[config.mk]
export PLATFORM = sky130hd
export DESIGN_NAME = bcd_digit_entry
export DESIGN_NICKNAME = d
export VERILOG_FILES = /design/src/rtl/bcd_digit_entry.sv
export SDC_FILE = /design/constraint.sdc
export NUM_CORES = 1
export LEC_CHECK = 0
export CAP_MARGIN = 20
export CORE_MARGIN = 4
export CORE_UTILIZATION = 30
export DETAILED_ROUTE_END_ITERATION = 8
export SYNTH_ARGS = -nofsm -noshare
export SYNTH_HDL_FRONTEND = slang
export SYNTH_SLANG_ARGS = --single-unit
export TNS_END_PERCENT = 100
[constraint.sdc]
create_clock -name clk -period 2.15 [get_ports clk]
set_clock_uncertainty 0.05 [all_clocks]
set_input_delay 0.215 -clock clk [delete_from_list [all_inputs] [get_ports clk]]
set_output_delay 0.215 -clock clk [all_outputs]
set_load 0.02 [all_outputs]
[src/rtl/bcd_digit_entry.sv]
// bcd_digit_entry
//   Calculator-style digit entry front end for the BCD-to-binary converter.
//   Keys arrive one per valid/ready handshake. Digits shift into a packed BCD
//   register from the right, backspace shifts them back out, clear empties the
//   register, and enter commits the value to out_bcd behind a valid/ready
//   handshake. Only decimal digits ever reach the register, so the committed
//   value is always legal BCD.
//
// Parameters
//   DECLEN    number of BCD digits held (>= 1)
//   CW        digit counter width, derived from DECLEN
//
// Ports
//   clk        clock, rising edge
//   rst        asynchronous reset, active high
//   key_valid  key code present
//   key_code   0-9 digit, A backspace, B clear, C enter, D-F ignored
//   key_ready  block accepts a key (ENTRY state)
//   entry_bcd  live entry register, digit 0 in [3:0]
//   count      significant digits entered, 0..DECLEN
//   full       count == DECLEN
//   err        one-cycle pulse when a digit is rejected because full
//   out_bcd    committed value
//   out_valid  out_bcd holds an unconsumed value
//   out_ready  downstream accepts out_bcd
module bcd_digit_entry #(
    parameter int DECLEN = 9,
    localparam int CW = $clog2(DECLEN + 1)
) (
    input  logic                  clk,
    input  logic                  rst,
    input  logic                  key_valid,
    input  logic [3:0]            key_code,
    output logic                  key_ready,
    output logic [DECLEN*4-1:0]   entry_bcd,
    output logic [CW-1:0]         count,
    output logic                  full,
    output logic                  err,
    output logic [DECLEN*4-1:0]   out_bcd,
    output logic                  out_valid,
    input  logic                  out_ready
);

    localparam int W = DECLEN * 4;

    localparam logic [3:0] KEY_BS    = 4'hA;
    localparam logic [3:0] KEY_CLEAR = 4'hB;
    localparam logic [3:0] KEY_ENTER = 4'hC;

    typedef enum logic {
        ENTRY = 1'b0,
        HOLD  = 1'b1
    } state_t;

    state_t         state;
    logic           accept;
    logic           is_digit;
    logic           lead_zero;
    logic [W-1:0]   shl;   // register with the new digit shifted in
    logic [W-1:0]   shr;   // register with the last digit shifted out

    // A single-digit register has no upper digits to keep, so the shifts
    // collapse to "load the digit" and "empty".
    generate
        if (DECLEN == 1) begin : g_one
            assign shl = key_code;
            assign shr = '0;
        end else begin : g_multi
            assign shl = {entry_bcd[W-5:0], key_code};
            assign shr = {4'h0, entry_bcd[W-1:4]};
        end
    endgenerate

    assign key_ready = (state == ENTRY);
    assign accept    = key_valid && key_ready;
    assign full      = (count == CW'(DECLEN));
    assign is_digit  = (key_code <= 4'd9);
    // A zero typed into an empty register is not significant; dropping it
    // keeps count equal to the number of significant digits.
    assign lead_zero = (count == '0) && (key_code == 4'd0);

    always_ff @(posedge clk or posedge rst) begin
        if (rst) begin
            state     <= ENTRY;
            entry_bcd <= '0;
            count     <= '0;
            err       <= 1'b0;
            out_bcd   <= '0;
            out_valid <= 1'b0;
        end else begin
            err <= 1'b0;
            case (state)
                ENTRY: begin
                    if (accept) begin
                        if (is_digit) begin
                            if (full) begin
                                err <= 1'b1;
                            end else if (!lead_zero) begin
                                entry_bcd <= shl;
                                count     <= count + CW'(1);
                            end
                        end else begin
                            case (key_code)
                                KEY_BS: begin
                                    if (count != '0) begin
                                        entry_bcd <= shr;
                                        count     <= count - CW'(1);
                                    end
                                end
                                KEY_CLEAR: begin
                                    entry_bcd <= '0;
                                    count     <= '0;
                                end
                                KEY_ENTER: begin
                                    out_bcd   <= entry_bcd;
                                    out_valid <= 1'b1;
                                    entry_bcd <= '0;
                                    count     <= '0;
                                    state     <= HOLD;
                                end
                                default: ;  // D-F: accepted and dropped
                            endcase
                        end
                    end
                end
                HOLD: begin
                    // out_bcd is left in place after consume; only the flag drops.
                    if (out_valid && out_ready) begin
                        out_valid <= 1'b0;
                        state     <= ENTRY;
                    end
                end
                default: state <= ENTRY;
            endcase
        end
    end

endmodule

==> summary.txt <==
Floorplanning
  – # rows: 39
  – Die height: 116 um
  – Core box area: 11400 um^2
  – Die ar.: 13500 um^2
  – Starting Density: 0.307
  – Die Wd: 116 um
  – IO Count: 88

Finish
  – Nets: 401
  – Antenna Cells: 0
  – Non-filler cells, final: 537
  – Share of cells above drive strength 1: 0.223
  – Area grow syn2layout: 44.5%

Yosys
  – Mapped cell area: 3500 um^2
  – Mapped Avg Cell Area: 12.0 um^2
  – Sequential share of the synthesized area: 0.564
  – Synth Warn #: 0
  – Post-Syn Nets: 303
  – Netlist cell types: 35
  – Synth Register Bits: 79
  – Post-synthesis cell count: 292

Timing
  – Period Utilization, post-route: 0.932
  – Fin worst setup slack: 0.147 ns
  – Fin. max-slew vios: 0
  – Max-slew headroom: 0.611
  – F_max: 499 MHz
  – Final setup fails: 0
  – Tmin final: 2.00 ns
  – RSZ-0062 raised after global routing: false
  – Worst-Margin Slew: 0.583 ns
  – Hold Vio Cnt, Final: 0
  – Post-route setup TNS: 0 ns

Critical path
  – Critical path required time: 2.34 ns
  – Worst setup EP type: flop
  – CP peak stage delay: 0.42 ns
  – Critical path type: reg2reg
  – Crit path max-delay family: compound AO/OA/AOI/OAI gates
  – CP startpoint kind: flop
  – Crit Path Max Fanout: 34
  – Critical Path AT: 2.20 ns
  – Crit-path cells: inv_1 -> ha_1 -> and3b_1 -> a221oi_4 -> buf_4 -> buf_12 -> a21oi_1 -> a31oi_1
  – CP max-delay cell: dfrtp_1
  – Crit path buffers/inverters: 3

Power and ir drop
  – Sw power: 3.19 mW
  – Flop pwr share: 0.352
  – Comb pwr share: 0.460
  – Pwr Density: 1670 nW/um^2
  – P_leak: 2.13 nW
  – Worst vdd ir: 0.829 mV
  – Sw Share: 0.378
  – P_int: 5.26 mW
  – Clk pwr share: 0.188

Clock tree
  – CTS tree: yes
  – Post-CTS Setup Inserts: 0
  – Clk slew on worst S/H paths: 0.06 ns
  – CTS Sinks: 79
  – Root buf cell: clkbuf_16
  – # resized after CTS: 1
  – # hold bufs at CTS: 0
  – CTS buffer count: 9
  – Max Root-Sink Buffers: 2
  – Worst skew pair latency: 0.32 ns
  – H-tree Lvls: 3

Drt
  – Total number of vias: 2816
  – Remaining DRCs: 0
  – Avg WL per Cell: 17.2 um
  – Drt initial violations: 123
  – Routed wire length: 9240 um
  – ANT nets after route: 0
  – DRT Pass-1 Iters: 4
  – Via density: 5.24

Global route
  – First-pass GRT wire length: 14800 um
  – Total track usage: 0.141
  – Initial antenna violation count: 0
  – Largest net degree at the start of global routing: 39
  – Number of global-route vias before repair: 2808
  – Grt ovf: 0

Placed design
  – Dpl hpwl: 6390 um
  – Placed insts: 522
  – I/O Buffers: 87
  – Place WS: 0.00154 ns
  – GP Congestion: 0.727

Flow run
  – Max Cap Viol: 0

Worst hold path
  – Tightest Hold Check Type: in2async

Status
  – Status: completed
==> registers in the layout, summed over array words and instances (netlist names) <==
signal,count
entry_bcd,36
out_bcd,36
count,4
err,1
out_valid,1
state,1
==> cells in the mapped netlist (all sizes together) <==
cell / number / area (um^2)
a21bo: 1 / 10.0
a21o: 2 / 15.0
a21oi: 30 / 150
a221oi: 1 / 26.3
a22o: 2 / 17.5
a22oi: 29 / 218
a31oi: 30 / 188
a32o: 1 / 10.0
a32oi: 1 / 8.76
a41oi: 1 / 8.76
and2: 2 / 12.5
and3b: 1 / 8.76
buf: 8 / 43.8
clkbuf: 17 / 63.8
dfrtp: 79 / 1980
ha: 3 / 37.5
inv: 10 / 37.5
mux2: 41 / 462
mux2i: 7 / 70.1
nand2: 10 / 40.0
nand2b: 1 / 6.26
nand3: 2 / 10.0
nor2: 3 / 11.3
nor3b: 1 / 7.51
nor4: 1 / 6.26
o21ai: 2 / 10.0
o22a: 2 / 17.5
o31ai: 1 / 7.51
or2: 1 / 6.26
or3: 1 / 6.26
xnor2: 1 / 8.76
==> layout make-up <==
type                            instances  area [um^2]
Tap cell                              143          179
Inverter                               10         41.3
Clock buffer                           13          280
Timing Repair Buffer                  112         1140
Sequential cell                        79         1980
Clock inverter                          2         37.5
Multi-Input combinational cell        178         1400
Fill cell                            1074         6360
==> cells in the final DEF (no fill, tap or decap), types with 9 or more instances in the layout <==
master	count
nand2_1	9
dfrtp_1	79
a22oi_1	29
mux2_2	41
clkdlybuf4s50_1	86
a31oi_1	30
clkbuf_16	9
buf_4	18
a21oi_1	30
inv_1	9
==> logic make-up after synthesis <==
kind of cell	count (synthesis)	share of synthesized area
flip-flops	79	0.564
adder cells (fa/ha/maj)	3	0.0107
AO/OA/AOI/OAI	103	0.196
buffers and inverters	35	0.0414
AND/OR/NAND/NOR	23	0.0329
multiplexers	48	0.152
XOR/XNOR	1	0.00250
==> through the flow <==
step | utilization | area, um^2 | power, mW | hold slack (ns)
after floorplan | - | 3510 | 4.84 | 0.338
after global placement | 0.416 | 4740 | 6.85 | 0.441
after detailed placement | 0.416 | 4740 | 6.93 | 0.444
after CTS | 0.443 | 5060 | 8.57 | 0.265
after global routing | 0.443 | 5060 | 8.97 | 0.292
final | 0.443 | 5060 | 8.45 | 0.253
==> power groups by stage <==
| stage | clock [mW] | combinational [mW] | sequential (mW) |
|---|---|---|---|
| after floorplan | 0 | 1.17 | 3.67 |
| after global placement | 0 | 3.86 | 2.99 |
| after detailed placement | 0 | 3.92 | 3.01 |
| after CTS | 1.64 | 3.94 | 2.99 |
| after global routing | 1.71 | 4.16 | 3.10 |
| final | 1.59 | 3.89 | 2.97 |
==> per-layer routing <==
metal  vias to the layer above  wire (um)  track usage
li1                       1290          -            -
met3                         8        604       0.0480
met2                        79       4480        0.221
met4                         0        100       0.0356
met1                      1439       4050        0.189
met5                         -          0            0
==> final timing paths <==
kind | startpoint | end | slack (ns) | depth (start not counted)
setup reg to reg | count[1] | entry_bcd[20] | 0.15 | 8
max in group asynchronous | rst | out_bcd[22] | 1.25 | 3
min in group clk | out_bcd[10] | out_bcd[10] | 0.45 | 1
hold reg to reg | out_bcd[10] | out_bcd[10] | 0.45 | 1
hold / removal | rst | out_bcd[29] | 0.25 | 2
setup / recovery | count[1] | entry_bcd[20] | 0.15 | 8
Note: power is estimated with default switching activity, not from simulation.
